**src/rtl/cvxif_issue_tracker.sv**
```systemverilog
// CV-X-IF issue front end: decodes offloaded instructions, holds them in an
// ID-tagged queue until commit/kill, and forwards committed ones in order.
package cvxif_issue_tracker_pkg;

    typedef struct packed {
        logic [31:0] instr;
        logic [31:0] mask;
        logic        accept;
        logic        writeback;
        logic [2:0]  register_read;
        logic [7:0]  opcode;
    } decode_entry_t;

    // NOP (custom-3), ROR64H/ROR64L (custom-0 f3=0, f7=0/1), ASCON (f3=1), CHACHA (f3=2)
    localparam decode_entry_t DefaultDecodeTable [5] = '{
        '{instr: 32'h0000_007B, mask: 32'hFFFF_FFFF, accept: 1'b1, writeback: 1'b0, register_read: 3'b000, opcode: 8'd1},
        '{instr: 32'h0000_000B, mask: 32'hFE00_707F, accept: 1'b1, writeback: 1'b1, register_read: 3'b011, opcode: 8'd2},
        '{instr: 32'h0200_000B, mask: 32'hFE00_707F, accept: 1'b1, writeback: 1'b1, register_read: 3'b011, opcode: 8'd3},
        '{instr: 32'h0000_100B, mask: 32'h0000_707F, accept: 1'b1, writeback: 1'b1, register_read: 3'b001, opcode: 8'd4},
        '{instr: 32'h0000_200B, mask: 32'h0000_707F, accept: 1'b1, writeback: 1'b1, register_read: 3'b111, opcode: 8'd5}
    };

endpackage

module cvxif_issue_tracker
    import cvxif_issue_tracker_pkg::*;
#(
    parameter int            NbInstr     = 5,
    parameter int            Depth       = 4,
    parameter int            IdWidth     = 3,
    parameter int            OpcodeWidth = 4,
    parameter decode_entry_t DecodeTable [NbInstr] = DefaultDecodeTable
) (
    input  logic                     clk_i,
    input  logic                     rst_ni,
    input  logic                     issue_valid_i,
    output logic                     issue_ready_o,
    input  logic [31:0]              issue_instr_i,
    input  logic [IdWidth-1:0]       issue_id_i,
    input  logic [2:0]               issue_rs_valid_i,
    input  logic [2:0][31:0]         issue_rs_i,
    output logic                     issue_accept_o,
    output logic                     issue_writeback_o,
    output logic [2:0]               issue_register_read_o,
    input  logic                     commit_valid_i,
    input  logic [IdWidth-1:0]       commit_id_i,
    input  logic                     commit_kill_i,
    output logic                     dispatch_valid_o,
    input  logic                     dispatch_ready_i,
    output logic [OpcodeWidth-1:0]   dispatch_opcode_o,
    output logic [IdWidth-1:0]       dispatch_id_o,
    output logic [31:0]              dispatch_instr_o,
    output logic [2:0][31:0]         dispatch_rs_o,
    output logic                     dispatch_writeback_o,
    output logic [$clog2(Depth):0]   count_o
);

    localparam int PtrWidth = $clog2(Depth);
    localparam int CntWidth = PtrWidth + 1;

    typedef struct packed {
        logic                   valid;
        logic                   committed;
        logic                   killed;
        logic [IdWidth-1:0]     id;
        logic [OpcodeWidth-1:0] opcode;
        logic                   writeback;
        logic [31:0]            instr;
        logic [2:0][31:0]       rs;
    } entry_t;

    entry_t                q_q [Depth];
    logic [PtrWidth-1:0]   head_q, tail_q;
    logic [CntWidth-1:0]   count_q;

    logic                   hit, dec_accept, dec_writeback;
    logic [2:0]             dec_rr;
    logic [OpcodeWidth-1:0] dec_opcode;
    logic                   id_live, full, push, pop;

    // Lowest matching index wins: only the first hit is taken.
    always_comb begin
        // NOTE: every comb output gets a default first so no path leaves it unassigned (no latch).
        hit           = 1'b0;
        dec_accept    = 1'b0;
        dec_writeback = 1'b0;
        dec_rr        = '0;
        dec_opcode    = '0;
        for (int i = 0; i < NbInstr; i++) begin
            if (!hit && ((issue_instr_i & DecodeTable[i].mask) == DecodeTable[i].instr)) begin
                hit           = 1'b1;
                dec_accept    = DecodeTable[i].accept;
                dec_writeback = DecodeTable[i].writeback;
                dec_rr        = DecodeTable[i].register_read;
                dec_opcode    = DecodeTable[i].opcode[OpcodeWidth-1:0];
            end
        end
    end

    always_comb begin
        id_live = 1'b0;
        for (int i = 0; i < Depth; i++) begin
            if (q_q[i].valid && (q_q[i].id == issue_id_i)) id_live = 1'b1;
        end
    end

    // Full uses the registered count, so a same-cycle pop never frees room for a push.
    assign full          = (count_q == CntWidth'(Depth));
    assign issue_ready_o = !full && !id_live &&
                           (!hit || ((issue_rs_valid_i & dec_rr) == dec_rr));
    assign push          = issue_valid_i && issue_ready_o && dec_accept;
    assign pop           = q_q[head_q].valid &&
                           (q_q[head_q].killed || (q_q[head_q].committed && dispatch_ready_i));

    assign issue_accept_o        = dec_accept;
    assign issue_writeback_o     = dec_writeback;
    assign issue_register_read_o = dec_rr;

    assign dispatch_valid_o     = q_q[head_q].valid && q_q[head_q].committed && !q_q[head_q].killed;
    assign dispatch_opcode_o    = q_q[head_q].opcode;
    assign dispatch_id_o        = q_q[head_q].id;
    assign dispatch_instr_o     = q_q[head_q].instr;
    assign dispatch_rs_o        = q_q[head_q].rs;
    assign dispatch_writeback_o = q_q[head_q].writeback;
    assign count_o              = count_q;

    always_ff @(posedge clk_i or negedge rst_ni) begin
        if (!rst_ni) begin
            // NOTE: the queue storage is reset too, so dispatch data reads as zero out of reset.
            for (int i = 0; i < Depth; i++) q_q[i] <= '0;
            head_q  <= '0;
            tail_q  <= '0;
            count_q <= '0;
        end else begin
            // NOTE: non-blocking updates; later statements below override earlier ones on the same slot.
            if (commit_valid_i) begin
                for (int i = 0; i < Depth; i++) begin
                    if (q_q[i].valid && (q_q[i].id == commit_id_i)) begin
                        if (commit_kill_i) q_q[i].killed    <= 1'b1;
                        else               q_q[i].committed <= 1'b1;
                    end
                end
            end
            if (pop) begin
                q_q[head_q] <= '0;
                head_q      <= head_q + PtrWidth'(1);
            end
            if (push) begin
                q_q[tail_q] <= '{valid: 1'b1, committed: 1'b0, killed: 1'b0, id: issue_id_i,
                                 opcode: dec_opcode, writeback: dec_writeback,
                                 instr: issue_instr_i, rs: issue_rs_i};
                tail_q      <= tail_q + PtrWidth'(1);
            end
            count_q <= count_q + CntWidth'(push) - CntWidth'(pop);
        end
    end

endmodule

```
**config.mk**
```make
export PLATFORM = sky130hd
export DESIGN_NAME = cvxif_issue_tracker
export DESIGN_NICKNAME = d
export VERILOG_FILES = /design/src/rtl/cvxif_issue_tracker.sv
export SDC_FILE = /design/constraint.sdc
export NUM_CORES = 1
export LEC_CHECK = 0
export ABC_CLOCK_PERIOD_IN_PS = 2700
export CORE_UTILIZATION = 53
export CTS_BUF_LIST = sky130_fd_sc_hd__clkbuf_4
export DETAILED_ROUTE_END_ITERATION = 10
export PLACE_DENSITY = 0.85
export SYNTH_ARGS = -nofsm -noshare
export SYNTH_HDL_FRONTEND = slang
export SYNTH_SLANG_ARGS = --single-unit
```
**constraint.sdc**
```tcl
create_clock -name clk_i -period 2.7 [get_ports clk_i]
set_clock_uncertainty 0.15 [all_clocks]
set_input_delay 0.81 -clock clk_i [delete_from_list [all_inputs] [get_ports clk_i]]
set_output_delay 0.81 -clock clk_i [all_outputs]
set_load 0.005 [all_outputs]
```
After elaboration in Yosys (flattened, before gate mapping)
Index checks and enable logic that the tools add are counted.

Logic and storage cells: 151. Flip-flop bits (word level): 563. Output and inout bits: 146. Bits of input ports: 143.

Magnitude comparators: 4. Mux-type cells: 48. $add $sub $neg: 4. Equal/unequal tests: 15. Reduce and logical (&&, ||, !) cells: 32. Bitwise operators: 5.

Operators with widths (count): $mux W556 (2); $and A556 B556 Y556 (1); $bwmux W556 (1); $demux W139 S2 (2); $mux W139 (4); $not A556 Y556 (1); $bmux W139 S2 (1); $eq A32 B7 Y1 const B (1); $eq A3 B3 Y1 (9); $logic_and A1 B1 Y1 (22); $mux W1 (22); $mux W2 (11); $eq A17 B11 Y1 const B (1); $eq A17 B4 Y1 const B (1); $mux W4 (3); $eq A10 B8 Y1 const B (1); $eq A10 B9 Y1 const B (1); $logic_not A1 Y1 (8); $ge A3 B3 Y1 const B (2); $lt A3 B1 Y1 const B (2); $mux W3 (2); $not A2 Y3 (2); $add A2 B1 Y2 const B (2); $add A3 B1 Y3 (1); other kinds (4) (5).

Depth between registers and ports, before layout
Gate-level depths: netlist (run 1).

Depth after elaboration: 22. Depth in mapped cells: 13. Depth with buffers taken out: 12.

Worst setup path before layout (run 1)
OpenSTA, ideal clock, no wires.

Path kind: input-to-reg. Start point: in issue_instr_i[1]. End point: reg count_q[2], in the netlist count_o[2]. Data arrival time: 3.062 ns. Buffers on the path: 0. Setup time: 0.126 ns. Setup slack: -0.638 ns. Data required time: 2.424 ns. Cell stages on the path: 12. Cells stage by stage: and4b_1 nand2_1 a21oi_1 a211oi_2 nand3_1 ha_1 inv_1 ha_1 inv_1 fa_1 xnor2_1 xnor2_1.

Longest elaborated chain between the ends: 22. Elaborated cells on any way between the ends: 31. Classes of those cells: add/sub (2); eq/ne (6); mux (9); bitwise (1); reduce/logical (13).

RTL lines: from (decl) (line 38) `input logic [31:0] issue_instr_i,`; $eq A32 B7 Y1 (line 90) `if (!hit && ((issue_instr_i & DecodeTable[i].mask) == DecodeTable[i].instr)) begin`; $mux W1 (line 90); $logic_not A1 Y1 (line 90); $logic_and A1 B1 Y1 (line 90); $mux W1 (line 90); $logic_not A1 Y1 (line 90); $logic_and A1 B1 Y1 (line 90); $mux W1 (line 90); [... 6 more ...]; net issue_register_read_o[1] (line 44) `output logic [2:0] issue_register_read_o,`; $and A3 B3 Y3 (line 110) `(!hit || ((issue_rs_valid_i & dec_rr) == dec_rr));`; $eq A3 B3 Y1 (*) (line 110); $logic_or A1 B1 Y1 (*) (line 110); $logic_and A1 B1 Y1 (*) (line 109) `assign issue_ready_o = !full && !id_live &&`; $logic_and A1 B1 Y1 (*) (2 in series) (line 111) `assign push = issue_valid_i && issue_ready_o && dec_accept;`; $add A3 B1 Y3 (*) (line 154) `count_q <= count_q + CntWidth'(push) - CntWidth'(pop);`; $sub A3 B1 Y3 (*) (line 154); to (signal assigned) (line 154); to (decl) (line 74) `logic [CntWidth-1:0] count_q;`.

The timed path passes the listed nets; every way through them passes the cells marked *. A chain may end at the register's enable or synchronous reset.

Final worst setup path (run 1)
Start point: reg head_q[0]. End point: out dispatch_valid_o.

Longest elaborated chain between the ends: 6. Elaborated cells on any way between the ends: 7. Classes of those cells: mux (3); bitwise (1); reduce/logical (3).

RTL lines: from (decl) (line 73) `logic [PtrWidth-1:0] head_q, tail_q;`; from (signal assigned) (line 146) `head_q <= head_q + PtrWidth'(1);`; $not A2 Y3 (implied by the code) (*) (line 119) `assign dispatch_valid_o = q_q[head_q].valid && q_q[head_q].committed && !q_q[head_q].killed;`; $bmux W139 S2 (*) (line 119); $mux W139 (*) (2 in series); $logic_and A1 B1 Y1 or $logic_not A1 Y1 (tied branches) (line 119); $logic_and A1 B1 Y1 (*) (line 119); to (decl) (line 48) `output logic dispatch_valid_o,`.

Every way passes the cells marked *; elsewhere a longest branch is shown, timed or not. The select of a mux whose other input is x is not followed.

==> results list, run 1 <==
- Worst-case headroom to the max-slew limit: 0.626
* Setup repair after global routing missed its margin: yes
- For this run, the detailed router's first-pass iteration total came to 5.
- Clock network fraction of design power: 0.468
- Post-synthesis cell type with the largest combined area: dfrtp_1
* Most numerous cell types in the synthesized netlist: dfrtp_1, nand2_1, mux2i_1
- CTS saw 563 sinks.
- Internal power consumption: 13.4 mW
* Crit Path Category: flop to output pin
* Total of max-cap violations: 0
- Ports placed on the boundary: just under 300
* Power density over the cells: 489 nW/um^2
- Antenna-violating nets left: 0
* Detailed-route DRC error count: 0
- Maximum VDD drop: around 350 uV
* Count of buffers from port buffering: between 200 and 300
* Fin nets: a little under 3000
- Excluding fillers, the count of instances in the completed layout stands at 3602.
- Worst Path Max Fanout: 8
* Leak: 21.1 nW
- Synthesized netlist net count: ~2400
* Cell breakdown of the critical path: buf_12 > buf_12 > buf_6 > mux4_2 > and3b_1 > buf_6
- The final hold violation count was 0.
- Post-synth top flop: dfrtp_1
- Final Max Slew Viols: 0
- Total global routing overflow: 0
* Number of antenna violations at the first check in global routing: 6
- Synthesis inferred 563 register bits.
- Die Footprint: 52100 sq um
- Total number of vias: 21111
* Failing checks: setup timing
- Max Clock Freq: 277 MHz
- Cell types occupying the most area after synthesis: dfrtp_1, mux2i_1, mux4_2
- For this configuration, the core starts out at a cell density of 0.539.
* Area added between synthesis and finish: 33.1%
- The wire-length estimate of the detail-placed layout is 49700 um.
- Routability Congestion: 0.818
* Depth of the CTS H-tree: 4
- Dividing the final minimum period by the clock period gives 1.34.
- Die Ht: 228 um
- Clock tree buffer depth: 3
- Counting every instance in the synthesized netlist gives 2214.
- Synthesized area per cell: ~12 sq um
- Startpoint class of the critical path: flop
* Status: finished, violations left
- Clock tree from TritonCTS: done
* Minimum clock period: 3.61 ns
* Worst path setup slack after routing: -0.912 ns
- In the final layout, the share of cells above drive strength 1 is 0.305.
- Among all stages on the critical path, the largest delay is contributed by dfrtp_4.
- Area share of the leading cell type in the synthesized netlist: 0.520
- Number of distinct library cell variants in the gate-level netlist after synthesis: 42
- Largest net degree at the start of global routing: 83
- For this run, the slowest stage of the critical path takes 0.49 ns.
- In this run, placement finished with an instance count of roughly 3200.
- For this run, the total global-route usage over all layers was measured as 0.316.
- Transition time at the pin with the least slew margin: 0.562 ns
* Count of flip-flops with a built-in enable after synthesis: 0
* Die span in x: 228 um
* Clock latency of the later-clocked register in the worst-skew pair: between 0.9 and 1 ns
- Adding up every negative setup slack in the final design gives -168.08 ns.
* Fraction of synthesis flops using an asynchronous set or reset pin: 1.00
* Number of standard-cell rows in the floorplan: ~80
- Measured on the finished design, the core utilization comes to 0.718.
- Net switching power: 4.20 mW
- Fraction of power consumed by sequential logic: 0.484
* Worst Hold Class: primary input to flop
- Worst Setup End Kind: output pin
- In the routed layout, each cell is associated on average with a via count of 5.86.
- Yosys warnings: 0
- Required time at the worst-slack endpoint: 1.74 ns
* CTS Root Buffer Type: clkbuf_4
- Data arrival time of the worst path: between 2 and 3 ns
- Initial DRC Count: 1798
- After floorplanning, the core was sized to cover roughly 50000 sq um.
* Post-Syn Area: 27100 sq um
- The via count of the first global-routing pass came to between 20000 and 25000.
- The share of total power dissipated in combinational logic is 0.048.
- Of the total power, the share spent switching nets is 0.238.
- The first global-routing pass estimated between 100000 and 150000 um of wire.
- Final setup vio count: 684
* Final routed wirelength across all metal layers: 85400 um
- In this run, CTS created clock tree buffers numbering 152.
* Average wire length per cell after detail routing: 23.7 um
- Part of the Yosys area used for sequential elements: 0.520
* Clock transition at path regs: 0.07 ns
-- routing by layer --
metal / share of wire / wire (um) / global-route usage / up-vias
met4: 0.041 / 3500 / 0.165 / 4
met2: 0.49 / 42100 / 0.513 / 1161
met1: 0.38 / 32500 / 0.390 / 10804
li1: - / - / - / 8881
met5: 0.00027 / 23 / 0 / -
met3: 0.086 / 7340 / 0.0839 / 261
-- cell usage in the layout (no fill, tap or decap), drive strengths merged, types with 7 or more instances in the layout --
master / count
nand2: 571
dfrtp: 563
mux2i: 520
buf: 431
clkbuf: 252
mux4: 139
inv: 136
clkdlybuf4s50: 109
dlygate4sd2: 30
xnor2: 21
and3: 20
nand4: 17
clkinv: 16
ha: 10
and2: 10
xor2: 9
clkdlybuf4s15: 8
bufinv: 7
nor4: 7
-- worst paths after layout --
kind	cells after the start	slack, ns	from	to
worst min-delay path	3	0.07	issue_instr_i[27]	q_q[540]
worst max register to register	15	-0.44	head_q[0]	count_o[2]
worst min register to register	2	0.33	q_q[374]	q_q[374]
max in group asynchronous	4	1.26	rst_ni	q_q[525]
min in group asynchronous	2	0.21	rst_ni	q_q[292]
worst max-delay path	6	-0.91	head_q[0]	dispatch_valid_o
-- cell families after synthesis --
kind of cell    after synthesis  share of synthesized area
simple gates                642                     0.0971
mux                         660                      0.308
buf+inv                     290                     0.0551
flops                       563                      0.520
fa+ha+maj                    11                    0.00535
compound gates               18                    0.00535
xor+xnor                     30                    0.00969
-- sequential cells by signal, summed over array words and instances, names as in the netlist --
| register | cells |
|---|---|
| count_o | 3 |
| head_q | 2 |
| q_q | 556 |
| tail_q | 2 |
-- area by class of cell --
cell class	instances	area [sq um]
Clock inverter	28	303
Clock buffer	233	1750
Sequential cell	563	14100
Inverter	133	499
Antenna cell	5	12.5
Tap cell	672	841
Multi-Input combinational cell	1365	11900
Fill cell	3183	14200
Timing Repair Buffer	603	6720
-- repair_timing --
action / 4_1_cts / 5_1_grt
endpoints found under the setup margin: 543 / 698
gates cloned: 11 / 21
buffers inserted: 64 / 29
hold buffers: 4 / 1
gates resized for setup: 720 / 68
pin swaps: 26 / 14
endpoints found under the hold margin: 320 / 3
-- stage by stage --
step | worst slack, ns | instance area [sq um] | hold WS, ns | power (mW)
CTS | -1.04 | 35200 | 0.00978 | 17.7
global route | -1.03 | 36100 | 0.0231 | 18.3
floorplan | -0.386 | 27200 | 0.291 | 8.92
global placement | -1.13 | 32500 | 0.303 | 9.46
finish | -0.912 | 36100 | 0.0677 | 17.7
detailed placement | -1.24 | 32500 | 0.312 | 9.50
-- critical path, delay by kind of cell, from the launching register on --
kind	cells	cell delay, ns
buffers and inverters	4	0.54
DFF	1	0.49
muxes	1	0.44
and+or+nand+nor	1	0.20
-- power groups by stage --
stage	logic [mW]	clock network, mW	registers (mW)
CTS	0.835	8.36	8.54
detailed placement	0.810	0	8.69
global route	0.923	8.89	8.54
finish	0.852	8.26	8.54
global placement	0.772	0	8.69
floorplan	0.236	0	8.68
Note: power is estimated with default switching activity, not from simulation.
==> inputs of run 2 (changes only) <==
--- a/config.mk
+++ b/config.mk
@@ -9,6 +9,7 @@
 export CORE_UTILIZATION = 53
 export CTS_BUF_LIST = sky130_fd_sc_hd__clkbuf_4
 export DETAILED_ROUTE_END_ITERATION = 10
+export GPL_TIMING_DRIVEN = 0
 export PLACE_DENSITY = 0.85
 export SYNTH_ARGS = -nofsm -noshare
 export SYNTH_HDL_FRONTEND = slang
==> run 2 against run 1 <==
  * The run still ends with setup timing left
  * Fmax is 1.7% lower
  * Flip-flop and latch count stayed put
  * Power hardly changed
  * Combinational power is 3.5% lower
  * Largest cell class unchanged
  * Highest routed layer unchanged
==> results list, run 2 (synthesized netlist as in run 1, its figures left out) <==
- Maximum VDD drop: 308 uV (-13%)
- The initial cell density of the core was 0.539 (unchanged).
* Family of cells with the greatest summed delay on the critical path: buffers and inverters
- The final weighted congestion of routability-driven global placement was 0.852 (+4.2%).
- The critical path goes through buf_6 > clkbuf_16 > buf_12 > buf_6 > mux4_2 > buf_6.
* Cell with the biggest individual delay on the critical path: mux4_2
* Setup repair after global routing missed its margin: yes
- The buffer levels on the longest clock path is 3 (unchanged).
- By instance count, the cell type seen most on the critical path is buf_6.
- The wire length of the first global-routing pass came to 128000 um (+1.2%).
* Final period utilization: 1.36 (+0.0231)
- Antenna-violating nets left: 0 (unchanged)
- Depth of the CTS H-tree: 4 (unchanged)
- The number of setup violations in the final report is 608 (-11%).
- Largest net degree at the start of global routing: 131 (+58%)
- Max reg flops: 556 (unchanged)
* Final routed wirelength across all metal layers: 93200 um (+9.1%)
- The run finished, with violations left.
- Required time at the worst-slack endpoint: 1.74 ns (about the same)
* Worst Setup End Kind: output pin
- Worst Path Max Fanout: 8 (unchanged)
- The per-cell via count in the routed design is 5.98 (+2.1%).
- Fin nets: 3031 (+2.0%)
* Worst-case headroom to the max-slew limit: 0.478 (-0.148)
- The DRC violations left is 0 (unchanged).
- Most common library cell in the layout ignoring fill and taps: dfrtp_1
* Fraction of final layout cells with drive strength greater than 1: 0.384 (+0.0796)
- The number of buffers added on ports is 284 (-1.4%).
- The number of clock buffers inserted by TritonCTS was 153 (+0.66%).
- The register with the most flip-flops in the final layout is q_q.
- The library cells used most frequently in the layout, excluding fill and tap cells, are dfrtp_1, mux2i_1, nand2_1, clkbuf_4, mux4_2.
- Relative to the synthesized area, the layout overhead comes to 39.6%.
- Total global routing overflow: 0 (unchanged)
* Sequential cell area: 14100 sq um (about the same)
* Overall routing resource usage: 0.322 (+0.00540)
* Delay of the slowest cell on the worst path: 0.55 ns (+0.06 ns)
* Failing checks: setup timing
- The via count of the first global-routing pass came to 22889 (-0.19%).
* Worst Hold Class: primary input to flop
- Clock tree from TritonCTS: done
- The number of max-cap violations came to 0 (unchanged).
* Startpoint class of the critical path: flop
- Final Max Slew Viols: 0 (unchanged)
- Post-Place Setup Slack: -1.57 ns (-0.337 ns)
- The detailed placement HPWL is 49400 um (-0.53%).
- Die Ht: 228 um (unchanged)
- Critical path buffer and inverter count: 5 (+1)
* Number of filler cells placed in the layout: 2910 (-8.6%)
- Power density over the cells: 467 nW/um^2 (-4.6%)
- Clock sink count: 563 (unchanged)
* Area inside the core boundary: 50300 sq um (unchanged)
- The die area was 52100 sq um (unchanged).
* Clock transition at path regs: 0.08 ns (about the same)
- Clock latency of the later-clocked register in the worst-skew pair: 1.00 ns (+0.02 ns)
- The area taken by multi-input logic gates is 12800 sq um (+8.0%).
- The critical path is of the flop to output pin type.
- CTS Root Buffer Type: clkbuf_4
- Worst path setup slack after routing: -0.974 ns (-0.0624 ns)
- Number of antenna violations at the first check in global routing: 5 (-1)
- Initial DRC Count: 1952 (+8.6%)
- The final hold violation count is 0 (unchanged).
* Total number of vias: 21905 (+3.8%)
- The number of placed I/O pins was 289 (unchanged).
- The leakage dissipation is 21.6 nW (+2.5%).
- The site row count is 82 (unchanged).
* Max Clock Freq: 272 MHz (-1.7%)
* First-pass DRT Iterations: 5 (unchanged)
- Average wire length per cell after detail routing: 25.5 um (+7.4%)
- The chip width came to 228 um (unchanged).
* Transition time at the pin with the least slew margin: 0.784 ns (+0.222 ns)
* Minimum clock period: 3.67 ns (+0.0624 ns)
- The post-route total power was 17.7 mW (about the same).
- Data arrival time of the worst path: 2.71 ns (+0.06 ns)
-- run 2: path summary, 6_finish.rpt --
path                                   start                end  slack [ns]  depth (start not counted)
min in group asynchronous             rst_ni            q_q[13]        0.35                          2
hold reg to reg                     q_q[375]           q_q[375]        0.34                          2
setup reg to reg                   head_q[0]         count_o[2]       -0.45                         15
max in group asynchronous             rst_ni           q_q[218]        0.48                          4
setup / recovery                   head_q[0]  dispatch_rs_o[30]       -0.97                          6
hold / removal             issue_instr_i[21]           q_q[395]        0.16                          3
-- run 2: worst min-delay path: stages --
cell and delay [ns]:
dlygate4sd2_1 0.26, inv_1 0.11, mux2i_1 0.08
-- run 2: final cells by class --
| type | instances | share of cell area |
|---|---|---|
| Sequential cell | 563 | 0.372 |
| Clock buffer | 231 | 0.0458 |
| Multi-Input combinational cell | 1361 | 0.339 |
| Clock inverter | 32 | 0.00774 |
| Buffer | 143 | 0.0465 |
| Timing Repair Buffer | 522 | 0.153 |
| Antenna cell | 4 | 0.000264 |
| Inverter | 133 | 0.0132 |
| Tap cell | 672 | 0.0222 |
-- run 2: through the flow --
| step | area [sq um] | hold WS, ns | util | cells | TNS (ns) |
|---|---|---|---|---|---|
| 6_report | 37900 | 0.158 | 0.753 | 3661 | -178.36 |
| 5_1_grt | 37800 | 0.107 | 0.753 | 3659 | -233.09 |
| 4_1_cts | 35100 | 0.0509 | 0.699 | 3581 | -181.75 |
| 3_5_place_dp | 31000 | 0.309 | 0.617 | 3174 | -769.49 |
| 3_3_place_gp | 30900 | 0.304 | 0.615 | 3170 | - |
| 2_1_floorplan | 27200 | 0.291 | - | 2214 | -0.808 |
-- run 2: layer usage --
| layer | global-route usage | up-vias | part of all wire |
|---|---|---|---|
| met3 | 0.0859 | 357 | 0.082 |
| met2 | 0.515 | 1330 | 0.50 |
| li1 | - | 8993 | - |
| met1 | 0.401 | 11221 | 0.37 |
| met4 | 0.169 | 4 | 0.054 |
| met5 | 0 | - | 0.00020 |
-- run 2: power by group --
group | leakage, nW | switching [mW] | internal, mW
Sequential | 7.84 | 0.0573 | 8.50
Combinational | 12.6 | 0.473 | 0.349
Clock | 1.20 | 3.83 | 4.46
-- run 2: repair_timing --
item / 4_1_cts / 5_1_grt
endpoints found under the hold margin: 134 / 4
resized for setup: 948 / 560
gates cloned: 21 / 29
hold buffers: 14 / 1
pin swaps: 25 / 184
endpoints found under the setup margin: 694 / 680
setup buffers: 109 / 82
